[config.mk]
export PLATFORM = sky130hd
export DESIGN_NAME = nexys_starship_lanes
export DESIGN_NICKNAME = d
export VERILOG_FILES = /design/src/rtl/nexys_starship_pkg.sv /design/src/rtl/nexys_starship_lfsr.sv /design/src/rtl/nexys_starship_lanes.sv
export SDC_FILE = /design/constraint.sdc
export NUM_CORES = 1
export LEC_CHECK = 0
export CELL_PAD_IN_SITES_DETAIL_PLACEMENT = 1
export CELL_PAD_IN_SITES_GLOBAL_PLACEMENT = 1
export CORE_MARGIN = 4
export CORE_UTILIZATION = 44
export DETAILED_ROUTE_END_ITERATION = 12
export PLACE_DENSITY = 0.77
export SYNTH_ARGS = -nofsm -noshare
export SYNTH_HDL_FRONTEND = slang
export SYNTH_HIERARCHICAL = 1
export SYNTH_SLANG_ARGS = --single-unit
[constraint.sdc]
create_clock -name Clk -period 6.2 [get_ports Clk]
set_input_delay 0.93 -clock Clk [delete_from_list [all_inputs] [get_ports Clk]]
set_output_delay 0.93 -clock Clk [all_outputs]
set_load 0.02 [all_outputs]
[src/rtl/nexys_starship_pkg.sv]
// Shared constants for the Nexys Starship game blocks: state encodings,
// LFSR polynomial and lane names.
package nexys_starship_pkg;

   localparam int unsigned LFSR_W  = 16;
   localparam int unsigned TIMER_W = 16;

   // One-hot game state encodings, bit order {over, play, init}
   localparam logic [2:0] INIT = 3'b001;
   localparam logic [2:0] PLAY = 3'b010;
   localparam logic [2:0] OVER = 3'b100;

   typedef enum logic [2:0] {
      ST_INIT = INIT,
      ST_PLAY = PLAY,
      ST_OVER = OVER
   } state_e;

   // Galois feedback mask for the 16-bit right-shifting LFSR
   localparam logic [LFSR_W-1:0] LFSR_TAPS = 16'hB400;

   // Default lane indices for the four-lane layout
   localparam int unsigned TOP    = 0;
   localparam int unsigned BOTTOM = 1;
   localparam int unsigned LEFT   = 2;
   localparam int unsigned RIGHT  = 3;

   // One Galois step: shift right, fold the taps back in when a 1 falls out
   function automatic logic [LFSR_W-1:0] lfsr_step(input logic [LFSR_W-1:0] s);
      logic [LFSR_W-1:0] n;
      n = s >> 1;
      if (s[0]) n = n ^ LFSR_TAPS;
      return n;
   endfunction

endpackage

[src/rtl/nexys_starship_lfsr.sv]
// Free-running 16-bit Galois LFSR; a zero seed is replaced by 1 so the
// register can never lock up in the all-zero state.
module nexys_starship_lfsr
   import nexys_starship_pkg::*;
#(
   parameter logic [LFSR_W-1:0] SEED = 16'hACE1
) (
   input  logic              Clk,
   input  logic              Reset,
   output logic [LFSR_W-1:0] state
);

   localparam logic [LFSR_W-1:0] SEED_EFF = (SEED == '0) ? 16'h0001 : SEED;

   // Advance one step every clock, regardless of game state
   always_ff @(posedge Clk or posedge Reset) begin
      if (Reset) state <= SEED_EFF;
      else       state <= lfsr_step(state);
   end

endmodule

[src/rtl/nexys_starship_lanes.sv]
// Multi-lane monster controller: game FSM, random spawning, per-lane
// survival timers, player kills and a saturating kill score.
module nexys_starship_lanes
   import nexys_starship_pkg::*;
#(
   parameter int unsigned       NUM_LANES     = 4,
   parameter logic [8:0]        SPAWN_THRESH  = 9'd3,
   parameter int unsigned       TIMEOUT_TICKS = 200,
   parameter logic [LFSR_W-1:0] SEED          = 16'hACE1,
   parameter int unsigned       SCORE_W       = 10
) (
   input  logic                 Clk,
   input  logic                 Reset,
   input  logic                 play_flag,
   input  logic                 restart,
   input  logic                 tick,
   input  logic [NUM_LANES-1:0] kill,
   output logic                 q_Init,
   output logic                 q_Play,
   output logic                 q_Over,
   output logic [NUM_LANES-1:0] lane_monster,
   output logic                 game_over,
   output logic [SCORE_W-1:0]   score
);

   localparam int unsigned LANE_W = $clog2(NUM_LANES);
   localparam int unsigned CNT_W  = LANE_W + 1;
   localparam int unsigned SUM_W  = ((SCORE_W > CNT_W) ? SCORE_W : CNT_W) + 1;
   localparam logic [TIMER_W-1:0] TIMER_LAST = TIMER_W'(TIMEOUT_TICKS - 1);
   localparam logic [SCORE_W-1:0] SCORE_MAX  = '1;

   state_e               state_q;
   logic [LFSR_W-1:0]    lfsr_q;
   logic [TIMER_W-1:0]   timer_q [NUM_LANES];

   logic [LANE_W-1:0]    sel_c;
   logic                 draw_hit_c;
   logic [NUM_LANES-1:0] kill_hit_c;
   logic [NUM_LANES-1:0] spawn_c;
   logic [NUM_LANES-1:0] expire_c;
   logic [NUM_LANES-1:0] lanes_next_c;
   logic [CNT_W-1:0]     kills_c;
   logic [SUM_W-1:0]     sum_c;
   logic [SCORE_W-1:0]   score_next_c;
   logic                 unused_lfsr_c;

   nexys_starship_lfsr #(
      .SEED  (SEED)
   ) u_lfsr (
      .Clk   (Clk),
      .Reset (Reset),
      .state (lfsr_q)
   );

   // Low byte is the spawn draw, top bits pick the lane; the rest is spare
   assign sel_c         = lfsr_q[LFSR_W-1 -: LANE_W];
   assign draw_hit_c    = ({1'b0, lfsr_q[7:0]} < SPAWN_THRESH);
   assign unused_lfsr_c = ^lfsr_q;

   // Per-lane kill, spawn and expiry decisions for the current cycle
   always_comb begin
      kill_hit_c = kill & lane_monster;
      spawn_c    = '0;
      expire_c   = '0;
      if (tick && draw_hit_c && !lane_monster[sel_c]) spawn_c[sel_c] = 1'b1;
      for (int i = 0; i < NUM_LANES; i++) begin
         if (tick && lane_monster[i] && !kill[i] && (timer_q[i] == TIMER_LAST))
            expire_c[i] = 1'b1;
      end
      lanes_next_c = (lane_monster & ~kill_hit_c) | spawn_c;
   end

   // Score plus the number of kills landed this cycle, clamped at all-ones
   always_comb begin
      kills_c = '0;
      for (int i = 0; i < NUM_LANES; i++) kills_c = kills_c + CNT_W'(kill_hit_c[i]);
      sum_c        = SUM_W'(score) + SUM_W'(kills_c);
      score_next_c = (sum_c > SUM_W'(SCORE_MAX)) ? SCORE_MAX : SCORE_W'(sum_c);
   end

   assign {q_Over, q_Play, q_Init} = state_q;

   // Game FSM with lane, timer and score registers
   always_ff @(posedge Clk or posedge Reset) begin
      if (Reset) begin
         state_q      <= ST_INIT;
         lane_monster <= '0;
         game_over    <= 1'b0;
         score        <= '0;
         for (int i = 0; i < NUM_LANES; i++) timer_q[i] <= '0;
      end else begin
         case (state_q)
            ST_INIT: begin
               lane_monster <= '0;
               game_over    <= 1'b0;
               score        <= '0;
               for (int i = 0; i < NUM_LANES; i++) timer_q[i] <= '0;
               if (play_flag) state_q <= ST_PLAY;
            end
            ST_PLAY: begin
               lane_monster <= lanes_next_c;
               score        <= score_next_c;
               for (int i = 0; i < NUM_LANES; i++) begin
                  if (kill_hit_c[i] || spawn_c[i])
                     timer_q[i] <= '0;
                  else if (tick && lane_monster[i])
                     timer_q[i] <= timer_q[i] + TIMER_W'(1);
               end
               if (|expire_c) begin
                  state_q   <= ST_OVER;
                  game_over <= 1'b1;
               end
            end
            ST_OVER: begin
               // Everything stays frozen for display until restart
               if (restart) begin
                  state_q      <= ST_INIT;
                  lane_monster <= '0;
                  game_over    <= 1'b0;
                  score        <= '0;
                  for (int i = 0; i < NUM_LANES; i++) timer_q[i] <= '0;
               end
            end
            default: begin
               state_q   <= ST_INIT;
               game_over <= 1'b0;
            end
         endcase
      end
   end

endmodule
Word-level counts from Yosys, hierarchy flattened
Cells that the tools add are included.
{"block": "op_classes", "add_sub_neg": 8, "n_lt_le_gt_ge": 4, "n_eq_ne": 14, "n_mux": 32, "n_bitwise": 5, "n_reduce_logical": 33}
{"op": "$pmux 64 s3", "n": 1}
{"op": "$mux 16", "n": 9}
{"op": "$add 16x1->16 const B", "n": 4}
{"op": "$eq 16x8->1 const B", "n": 4}
{"op": "$mux 64", "n": 1}
{"op": "$pmux 10 s3", "n": 1}
{"op": "$mux 10", "n": 2}
{"op": "$logic_and 1x1->1", "n": 15}
{"op": "$reduce_and 3->1", "n": 5}
{"op": "$ne 3x3->1 const B", "n": 4}
{"op": "$pmux 4 s3", "n": 1}
{"op": "$add 10x3->11", "n": 1}
{"op": "$gt 11x10->1 const B", "n": 1}
{"op": "$mux 3", "n": 3}
{"op": "$pmux 3 s3", "n": 1}
{"op": "$and 4x4->4", "n": 2}
{"op": "$lt 8x2->1 const B", "n": 1}
{"op": "$mux 1", "n": 8}
{"op": "$mux 4", "n": 2}
{"op": "$ne 2x2->1 const B", "n": 3}
{"op": "$logic_not 1->1", "n": 5}
{"op": "$logic_or 1x1->1", "n": 4}
{"op": "$not 3->4", "n": 1}
{"op": "$not 4->4", "n": 1}
{"op": "15 further kinds", "n": 16}
{"block": "totals", "regBits": 98, "in_bits": 9, "output_inout_bits": 18}

Logic depth before layout (Yosys ltp)
{"block": "depth", "word_depth": 8, "mapped_depth": 11, "mapped_depth_nobuf": 10}

By module
The synthesis kept the hierarchy.
{"mod": "nexys_starship_lanes", "instances": 1, "cells_each": 572, "area_each_um2": 4907.2, "seq_area_each_um2": 2053.2}
{"mod": "nexys_starship_lfsr", "instances": 1, "cells_each": 20, "area_each_um2": 440.4, "seq_area_each_um2": 410.4}

Worst setup path before layout
Ideal clock, no wire load.
{"block": "synth_timing", "path_type": "in2reg", "from": "input port kill[0]", "to": "register score[0]", "arrival_ns": 3.174, "setup_slack_ns": 2.897, "stages": 11, "path_cell_list": "nand2_1 > fa_1 > inv_1 > fa_1 > fa_1 > nand3_1 > nor3_1 > and3_1 > clkbuf_1 > o21ai_0 > o21ai_0"}
{"block": "synth_via", "elab_chain_len": 8}
{"item": "from (decl)", "line": "nexys_starship_lanes.sv:17", "rtl": "input logic [NUM_LANES-1:0] kill,"}
{"item": "$and 4x4->4 (*)", "line": "nexys_starship_lanes.sv:62", "rtl": "kill_hit_c = kill & lane_monster;"}
{"item": "$add 1x1->2 (*)", "line": "nexys_starship_lanes.sv:76", "rtl": "for (int i = 0; i < NUM_LANES; i++) kills_c = kills_c + CNT_W'(kill_hit_c[i]);"}
{"item": "$add 2x1->3 (*)", "line": "nexys_starship_lanes.sv:76"}
{"item": "$add 3x1->3 (*)", "line": "nexys_starship_lanes.sv:76"}
{"item": "$add 10x3->11 (*)", "line": "nexys_starship_lanes.sv:77", "rtl": "sum_c = SUM_W'(score) + SUM_W'(kills_c);"}
{"item": "$gt 11x10->1", "line": "nexys_starship_lanes.sv:78", "rtl": "score_next_c = (sum_c > SUM_W'(SCORE_MAX)) ? SCORE_MAX : SCORE_W'(sum_c);"}
{"item": "$mux 10 (*)", "line": "nexys_starship_lanes.sv:78"}
{"item": "$pmux 10 s3 (*)", "line": "nexys_starship_lanes.sv:92", "rtl": "case (state_q)"}
{"item": "to (signal assigned)", "line": "nexys_starship_lanes.sv:102", "rtl": "score <= score_next_c;"}
{"item": "to (decl)", "line": "nexys_starship_lanes.sv:23", "rtl": "output logic [SCORE_W-1:0] score"}
Mark *: on every way between the ends. The rest lies on a longest branch, timed or not.
A chain may end at the register's enable or synchronous reset.

Worst setup path in the final report
{"block": "layout_timing", "from": "input port kill[2]", "to": "register score[0]"}
{"block": "layout_via", "elab_chain_len": 7}
{"item": "$and 4x4->4 (*)", "line": "nexys_starship_lanes.sv:62"}
{"item": "$add 2x1->3 (*)", "line": "nexys_starship_lanes.sv:76"}
{"item": "$add 3x1->3 (*)", "line": "nexys_starship_lanes.sv:76"}
{"item": "$add 10x3->11 (*)", "line": "nexys_starship_lanes.sv:77"}
{"item": "$gt 11x10->1", "line": "nexys_starship_lanes.sv:78"}
{"item": "$mux 10 (*)", "line": "nexys_starship_lanes.sv:78"}
{"item": "$pmux 10 s3 (*)", "line": "nexys_starship_lanes.sv:92"}
Marks and branches as above.

==> run summary <==
The clock tree buffer depth is 2. The H-tree generated during clock tree synthesis spans 3 levels. The number of nets in the synthesized netlist is 609.

For this design the ratio of total power to cell area is 337 nW/um2. The analysis attributes to net switching a power of 0.849 mW. The fraction of power consumed by combinational cells is 34.2%. The synthesized netlist cell count came out at 592.

The final weighted congestion of routability-driven global placement is 0.807. The run finished with clean final reports. Counting both buffers and inverters, the worst setup path holds a total of 2.

The number of max-slew violations in the final report came to 0. Entering global routing, the biggest net connects 83 pins. The number of antenna violations at the first check in global routing is 0. The first detailed-routing pass took 4 iterations.

The number of fill cells in the layout came out at 1388. The launch point of the worst path is kill[2]. In the post-synthesis netlist, the cell with the most instances is sky130_fd_sc_hd__dfrtp_1. The clock network burns 31.2% of the power. In this run the static leakage power is 2.32 nW. STA classifies the critical path endpoint as a flip-flop. Setup total negative slack on the finished layout was measured at 0 ps. The fraction of layout instances using a drive strength above 1 came out at 6.94%.

The first-pass GRT wire length came out at 24300 um. The wire-length estimate of the detail-placed layout is 9610 um. The tree built by TritonCTS fans out to 98 sinks. The die covers 14000 um2.

Of all flip-flops after synthesis, the portion carrying an async set or reset was 100%. The maximum cell stage delay along the critical path came out at 540 ps. The internal power of the cells totals 1.16 mW. The chip height came out at 118 um. The number of placement rows came out at 40. The post-route clock period utilization is 59.4%.

Buffers added to address setup during post-CTS repair amount to 0. In this run the tool buffered the top-level ports with 26 buffer cells. The count of final hold-check violations came out at 0. In this run the most critical hold path is launched from u_lfsr/state[8]. The wire length reported by the detailed router came out at 14400 um. The class of the worst hold path is reg -> reg. In this design, the largest share of critical-path delay is due to adder cells. The initial detailed-routing violation count came out at 179.

For this run, the leading register cell type out of synthesis is sky130_fd_sc_hd__dfrtp_1. Setup repair after global routing left no endpoint under its margin. The number of synthesis warnings came out at 6.

Walking the worst path, the cells encountered are clkdlybuf4s50_1 -> nand2_1 -> fa_1 -> inv_1 -> fa_1 -> fa_1 -> nand3_1 -> nor3_1 -> and3_1 -> o21ai_0 -> o21ai_0. The startpoint identified for the worst register-to-register timing path is lane_monster[0]. After clock tree synthesis, the clock-pin slew on the worst setup and hold paths is 70 ps. The chip width is 118 um. The largest total area in the synthesized netlist belongs to sky130_fd_sc_hd__dfrtp_1. After clock tree synthesis, the repair step resized 0 gates. The worst-case vdd ir drop came out at 0.210 mV. The cell repeated most along the worst path is sky130_fd_sc_hd__fa_1. The cell area after synthesis is 5350 um2. 0 antenna diodes ended up in the layout. The final layout contains 617 nets.

The clock insertion delay at the later pin of the skew report is 350 ps. The transition at the pin with the smallest max-transition slack is 1090 ps. Setup violations remaining at the end of the flow were counted as 0. The cell at the slowest stage of the critical path is sky130_fd_sc_hd__clkdlybuf4s50_1. The tool flagged a number of max-cap violations equal to 0.

After detailed routing, the average wire length per cell comes to 19.2 um. The number of different library cells used by synthesis comes to 61. The switching part of the total power is 42.3%.

The average cell area after synthesis came out at 9.03 um2. The number of routed nets with antenna violations is 0. For this run, design rule violations remaining after detail routing come to 0.

The minimum clock period came out at 3690 ps. TritonCTS built the clock tree. Buffers inserted during clock tree synthesis total 9. Clock tree synthesis selected as its root buffer the cell sky130_fd_sc_hd__clkbuf_16. The highest achievable clock rate came out at 0.271 GHz. The power share of the sequential group came out at 34.7%. The clock skew after layout is 9.14 ps.

The worst setup path is of the in -> reg kind. The number of ports placed on the die boundary came out at 27. The critical path data arrival time is 3920 ps. The combined global-route utilization of all metal layers came out at 21.1%. The number of synthesized flops with an enable pin came out at 0. Counting instances in the post-synthesis netlist gives the leading cell types as 89 x sky130_fd_sc_hd__dfrtp_1, 61 x sky130_fd_sc_hd__a21oi_1, 59 x sky130_fd_sc_hd__nand2_1, 56 x sky130_fd_sc_hd__o21ai_0, 31 x sky130_fd_sc_hd__nand3_1. The fraction of the yosys area taken by sequential cells is 46.1%.

The synthesized design devotes to its leading area cell type 41.6% of total area. The required time at the worst-slack endpoint came out at 6430 ps. The core region area came out at 12000 um2. The routed layout has 4701 vias.

The initial core utilization came out at 44.7%. The worst slew margin relative to its limit came out at 26.8%. In the routed layout, each cell is associated on average with a via count of 6.25. The flop and latch count out of synthesis came out at 98. The total power came out at 2.01 mW.

The count of hold-fix buffers inserted at cts is 0. The total congestion overflow is 0. The via count of the first global-routing pass came to 4777. The worst setup path is launched from an input pin. Along the worst path, the maximum fanout reaches 8. After synthesis, the cell types taking the most area are sky130_fd_sc_hd__dfrtp_1 42%, sky130_fd_sc_hd__a21oi_1 5.7%, sky130_fd_sc_hd__o21ai_0 5.2%, sky130_fd_sc_hd__dfstp_2 4.4%, sky130_fd_sc_hd__or4_1 4.2%. The area growth from synthesis to final layout is 11.6%.
## power by group through the flow
stage | combinational (mW) | sequential [mW] | clock [mW]
CTS | 0.691 | 0.697 | 0.638
global route | 0.767 | 0.703 | 0.664
finish | 0.686 | 0.697 | 0.626
global placement | 0.652 | 0.707 | 0
detailed placement | 0.685 | 0.709 | 0
floorplan | 0.532 | 0.703 | 0
## metrics by stage
stage          setup slack [ps]  util (%)  instances  hold WS, ps  area [um2]
2_1_floorplan              2900         -        592          331        5350
5_1_grt                    2340      49.9        752          371        5970
6_report                   2510      49.9        752          361        5970
3_3_place_gp               2240      47.2        736          336        5640
3_5_place_dp               2150      47.2        736          337        5640
4_1_cts                    2530      49.9        752          361        5970
## worst paths after layout
check	slack, ps	endpoint	cells after the start
max in group asynchronous	4230	timer_q[2]	3
min reg2reg	360	u_lfsr/state[7]	0
max reg2reg	3140	score[0]	10
min in group asynchronous	1020	u_lfsr/state[8]	2
max	2510	score[0]	11
min	360	u_lfsr/state[7]	0
## flip-flops by register name, summed over array words and instances (netlist names)
name,cells
timer_q,64
game_over,1
u_lfsr/state,16
score,10
lane_monster,4
state_q,3
## cells by family after synthesis
logic type / Yosys count / synth area share, %
compound gates: 170 / 19.2
xor+xnor: 4 / 0.655
fa+ha+maj: 8 / 2.29
buf+inv: 54 / 4.70
flops: 98 / 46.1
mux: 1 / 0.211
simple gates: 257 / 26.9
## layout by cell type (no fill, tap or decap), types with 14 or more instances in the layout
cell type	instances
sky130_fd_sc_hd__inv_1	22
sky130_fd_sc_hd__o21ai_0	56
sky130_fd_sc_hd__clkdlybuf4s50_1	26
sky130_fd_sc_hd__nor3_1	14
sky130_fd_sc_hd__o31ai_1	23
sky130_fd_sc_hd__or3_1	27
sky130_fd_sc_hd__nand2_1	59
sky130_fd_sc_hd__nand3_1	31
sky130_fd_sc_hd__dfrtp_1	89
sky130_fd_sc_hd__nor2_1	30
sky130_fd_sc_hd__nand4_1	24
sky130_fd_sc_hd__a21oi_1	61
sky130_fd_sc_hd__or4_1	30
## routing by layer
| layer | share of wire, % | track usage [%] | wire, um | up-vias |
|---|---|---|---|---|
| met5 | 0 | 0 | 0 | - |
| met4 | 1.7 | 6.45 | 251 | 0 |
| met3 | 2.7 | 3.01 | 386 | 20 |
| met2 | 48 | 34.8 | 6970 | 62 |
| met1 | 47 | 28.9 | 6800 | 2390 |
| li1 | - | - | - | 2229 |
## layout make-up
type	count	area, um2	area share (%)
Multi-Input combinational cell	440	2630	44.1
Sequential cell	98	2460	41.3
Timing Repair Buffer	28	275	4.61
Clock buffer	9	225	3.77
Tap cell	147	184	3.08
Clock inverter	7	100	1.68
Inverter	23	87.6	1.47
No activity file was read; power rests on OpenSTA's default activity.
